<file path="config.mk">
export PLATFORM = sky130hd
export DESIGN_NAME = pc_fetch_ctrl
export DESIGN_NICKNAME = d
export VERILOG_FILES = /design/src/rtl/cpu_pkg.sv /design/src/rtl/perf_counter.sv /design/src/rtl/pc_fetch_ctrl.sv
export SDC_FILE = /design/constraint.sdc
export NUM_CORES = 1
export LEC_CHECK = 0
export ABC_AREA = 1
export CORE_AREA = 2 2 170 122
export DETAILED_ROUTE_END_ITERATION = 16
export DIE_AREA = 0 0 172 124
export MAX_ROUTING_LAYER = met4
export SYNTH_ARGS = -nofsm -noshare
export SYNTH_HDL_FRONTEND = slang
export SYNTH_SLANG_ARGS = --single-unit
</file>
<file path="constraint.sdc">
create_clock -name clk -period 1.4 [get_ports clk]
set_input_delay 0.21 -clock clk [delete_from_list [all_inputs] [get_ports clk]]
set_output_delay 0.21 -clock clk [all_outputs]
set_load 0.01 [all_outputs]
</file>
<file path="src/rtl/cpu_pkg.sv">
// Shared definitions for the fetch-stage PC sequencer and its helpers.
package cpu_pkg;

   localparam logic [31:0] RESET_PC_DEFAULT = 32'hBFC0_0000;
   localparam logic [31:0] PC_INC           = 32'd4;

   typedef enum logic {
      RUN     = 1'b0,
      JR_WAIT = 1'b1
   } fetch_state_t;

endpackage

</file>
<file path="src/rtl/perf_counter.sv">
// 32-bit free-running event counter; wraps silently, synchronous reset.
module perf_counter (
   input  logic        clk,
   input  logic        rst,
   input  logic        inc,
   output logic [31:0] count
);

   always_ff @(posedge clk) begin
      if (rst)
         count <= '0;
      else if (inc)
         count <= count + 32'd1;
   end

endmodule

</file>
<file path="src/rtl/pc_fetch_ctrl.sv">
// Fetch PC sequencer: selects the next PC from branch/jump/jr requests and
// tracks a one-cycle jr wait so the jump controller can release its stall.
module pc_fetch_ctrl
   import cpu_pkg::*;
#(
   parameter logic [31:0] RESET_PC = RESET_PC_DEFAULT
) (
   input  logic        clk,
   input  logic        rst,
   input  logic        stall_D,
   input  logic        branch_D,
   input  logic [31:0] pc_branch_D,
   input  logic        jump_F,
   input  logic [31:0] pc_jump_F,
   input  logic        jump_stall,
   input  logic        is_jr_F,
   output logic [31:0] pc_F,
   output logic [31:0] pc_plus_F,
   output logic        is_jr_D,
   output logic [31:0] redirect_cnt,
   output logic [31:0] stall_cnt
);

   fetch_state_t state, state_nxt;
   logic [31:0]  pc_nxt;
   logic         jr_nxt;
   logic         redirect_inc;
   logic         stall_inc;
   logic         unused_is_jr_F;

   // is_jr_F is already folded into jump_stall by the jump controller.
   assign unused_is_jr_F = is_jr_F;

   assign pc_plus_F = pc_F + PC_INC;

   always_comb begin
      pc_nxt       = pc_plus_F;
      state_nxt    = state;
      jr_nxt       = is_jr_D;
      redirect_inc = 1'b0;
      stall_inc    = 1'b0;
      if (stall_D) begin
         pc_nxt    = pc_F;
         stall_inc = 1'b1;
      end else if (branch_D) begin
         pc_nxt       = pc_branch_D;
         state_nxt    = RUN;
         jr_nxt       = 1'b0;
         redirect_inc = 1'b1;
      end else if (state == RUN) begin
         if (jump_stall) begin
            pc_nxt    = pc_F;
            state_nxt = JR_WAIT;
            jr_nxt    = 1'b1;
            stall_inc = 1'b1;
         end else if (jump_F) begin
            pc_nxt       = pc_jump_F;
            redirect_inc = 1'b1;
         end
      end else begin
         // JR_WAIT always returns to RUN; jump_stall is deliberately ignored here.
         state_nxt = RUN;
         jr_nxt    = 1'b0;
         if (jump_F) begin
            pc_nxt       = pc_jump_F;
            redirect_inc = 1'b1;
         end
      end
   end

   always_ff @(posedge clk) begin
      if (rst) begin
         state   <= RUN;
         pc_F    <= RESET_PC;
         is_jr_D <= 1'b0;
      end else begin
         state   <= state_nxt;
         pc_F    <= pc_nxt;
         is_jr_D <= jr_nxt;
      end
   end

   perf_counter u_redirect_cnt (
      .clk   (clk),
      .rst   (rst),
      .inc   (redirect_inc),
      .count (redirect_cnt)
   );

   perf_counter u_stall_cnt (
      .clk   (clk),
      .rst   (rst),
      .inc   (stall_inc),
      .count (stall_cnt)
   );

endmodule
</file>
==> summary.txt <==
Clk pwr share -> 35.0%
clock sinks -> 98
crit path kind -> reg2out
die area -> 21,300 um^2
FF-to-FF setup slack -> -0.26 ns
crit path DAT -> 1.74 ns
dpl hpwl -> 21,300 um
Netlist cell types -> 34
GP Congestion -> 0.957
CTS tree -> done
row cnt -> 43
sequential cell area fraction in the yosys report -> 30.7%
Power Total -> 7.73 mW
register area -> 2150 um^2
vias per cell -> 4.93
Fill cells -> 1,744
met1 WL -> 13,500 um
Clock Skews -> 0.0136 ns
I/O Buffers -> 198
clk slew on worst S/H paths -> 0.07 ns
synthesized cell area -> 6380 um^2
Pins Over Slew Limit -> 0
outcome -> complete, but fails checks
R2R cell count -> 10
worst r2r src -> pc_F[2]
die height -> 124 um
Num CTS Buffers -> 9
capturing point of the worst reg2reg path -> pc_F[12]
failing checks -> negative setup slack
switch share -> 31.4%
CP Data Required Time -> 1.19 ns
area of the multi-input gates -> 5470 um^2
combinational share of power -> 26.2%
Max Freq -> 0.512 GHz
die span in x -> 172 um
I/O pins -> 200
Final setup viols -> 59
Final Hold Fails -> 0
Int Pwr -> 5.31 mW
Setup WS post-layout -> -0.552 ns
Post-Syn Instances -> 1,076
Clk Latency, worst-skew pair -> 0.37 ns
Psw -> 2.43 mW
maximum vdd ir drop -> 0.666 mV
startpoint types -> flip-flop
Core Area -> 19,600 um^2
Synth Net Count -> 1,150
sequential power share -> 38.8%
Avg Cell Area, Syn -> 5.93 um^2
crit path max fanout -> 4
drt first pass iters -> 5
GRT Residual Overflow -> 0
PwrDens -> 618 nW/um^2
synthesized flop and latch total -> 98
global-route wire length before repair -> 41,400 um
Hold WC Path Type -> in2reg
area post-placement -> 10,300 um^2
Tmin final -> 1.95 ns
fin nets -> 1,575
cell area after layout -> 12,500 um^2
crit path from -> pc_F[2]
final routed DRC violation total -> 0
crit end category -> output pin
Initial Utilization -> 32.6%
post-route ant nets -> 0
via count -> 8,756
vias in the first global route -> 7,691
Worst Setup EP -> pc_plus_F[22]
area grow syn2layout -> 96.0%
Initial DRC Count -> 651
ant diodes -> 0
Total Wirelength -> 29,000 um
initial antenna violation count -> 0
uppermost layer routed -> met4
period utilization -> 139%
Leak -> 5.37 nW
pin slew with the least headroom to its limit -> 0.442 ns
WL/cell -> 16.3 um
htree depth -> 3
max cap viols -> 0
root buf cell -> clkbuf_16
Overall Global Routing Usage -> 25.9%
number of warnings issued by yosys -> 0
relative slew slack -> 70.5%
RSZ-0062 raised after global routing -> true
share of cells above drive strength 1 -> 47.3%
Max Root-Sink Buffers -> 2
largest net degree at the start of global routing -> 30
metal2 WL -> 13,200 um
met3 WL post-DR -> 1960 um
-- placed cells by master (no fill, tap or decap), types with 10 or more instances in the layout --
master           count
nand2_4             29
dlygate4sd2_1       79
nor2_1              85
a221oi_2            10
a21oi_1             51
inv_1               73
buf_2               18
buf_6               56
buf_4              200
nor2_2              53
a21oi_2             26
o21ai_0             29
nand3_2             14
dfxtp_2             53
clkdlybuf4s50_1     66
nor2_4              67
nand2_1            291
clkdlybuf4s15_1     15
dfxtp_1             12
dfxtp_4             33
nand2_2             79
nand3_1             37
-- cells in the mapped netlist --
cell,number,area share (%)
xor2_2,1,0.25
buf_4,5,0.59
o21bai_1,2,0.24
nand4_1,8,0.78
nor3_1,7,0.55
nand2_1,392,23
and2_1,5,0.49
nand3_2,4,0.63
inv_1,80,4.7
a22o_1,9,1.2
clkbuf_1,14,0.82
buf_2,14,1.1
nand2_2,6,0.59
inv_2,1,0.059
a21oi_1,78,6.1
dfxtp_1,98,31
nand3b_1,3,0.35
nor2_1,187,11
o21ai_0,34,2.7
nor3_2,1,0.16
nor2_2,13,1.3
xor2_1,13,1.8
xnor2_1,8,1.1
a22oi_1,2,0.24
ha_1,3,0.59
nor2_4,5,0.88
and3_1,2,0.20
or2_2,2,0.20
nand2_4,1,0.18
buf_1,1,0.059
nand3_1,52,4.1
o21a_1,4,0.47
a41oi_1,4,0.55
a221oi_1,17,2.3
-- what timing repair did --
item | 4_1_cts | 5_1_grt
resized for setup | 464 | 354
hold buffers | 0 | 0
cloned | 0 | 0
hold endpoints to repair | 0 | 0
setup endpoints to repair | 199 | 134
setup buffers | 30 | 24
pin swaps | 75 | 123
-- worst min path at each step --
stage	start	to	slack, ns	cells past startpoint
after floorplan	jump_stall	is_jr_D	0.37	2
after global placement	u_redirect_cnt.count[4]	u_redirect_cnt.count[4]	0.47	2
after detailed placement	u_redirect_cnt.count[4]	u_redirect_cnt.count[4]	0.48	2
after CTS	branch_D	is_jr_D	0.40	4
after global routing	stall_D	is_jr_D	0.37	4
final	stall_D	is_jr_D	0.32	4
-- final cells by class --
cell class | count | share of cell area [%]
Multi-Input combinational cell | 863 | 43.7
Timing Repair Buffer | 448 | 31.4
Sequential cell | 98 | 17.2
Tap cell | 270 | 2.70
Inverter | 81 | 2.53
Clock buffer | 9 | 1.80
Clock inverter | 7 | 0.660
-- power groups by stage --
stage	clock network [mW]	registers, mW	logic [mW]
finish	2.71	3.00	2.03
global route	2.87	3.02	2.16
CTS	2.76	3.00	1.77
detailed placement	0	3.06	1.77
global placement	0	3.05	1.76
floorplan	0	3.13	0.571
-- layer usage --
layer,global-route usage (%),up-vias
met2,38.8,302
met1,36.9,4114
met4,4.73,0
met5,-,-
met3,4.54,32
li1,-,4308
-- critical path, stage by stage (launching register included) --
cell	delay (ns)
dfxtp_4	0.38
ha_4	0.18
inv_4	0.05
nor2_4	0.09
nand2_2	0.08
nor2_4	0.11
buf_6	0.12
buf_6	0.08
nand2_2	0.04
nand2_2	0.06
nand2_2	0.06
buf_6	0.12
-- per-stage QoR --
step	setup slack, ns	util, %	setup TNS, ns	hold WS, ns	instances
3_3_place_gp	-0.523	52.5	-47.39	0.469	1720
4_1_cts	-0.522	57.3	-13.16	0.402	1762
3_5_place_dp	-0.538	52.5	-49.61	0.475	1720
6_report	-0.552	63.9	-13.87	0.320	1776
2_1_floorplan	0.00303	-	0	0.370	1076
5_1_grt	-0.616	63.9	-18.87	0.369	1776
-- flip-flops by register name (all words and copies together), names as in the netlist --
register	flops
is_jr_D	1
pc_F	32
state	1
u_redirect_cnt.count	32
u_stall_cnt.count	32
-- kinds of logic after synthesis --
kind of cell             Yosys count  synth area share [%]
XOR/XNOR                          22                  3.14
AND/OR/NAND/NOR                  688                  44.4
flip-flops                        98                  30.7
AO/OA/AOI/OAI                    150                  13.8
adder cells (fa/ha/maj)            3                 0.588
buffers and inverters            115                  7.33
(Power assumes the default switching activity.)
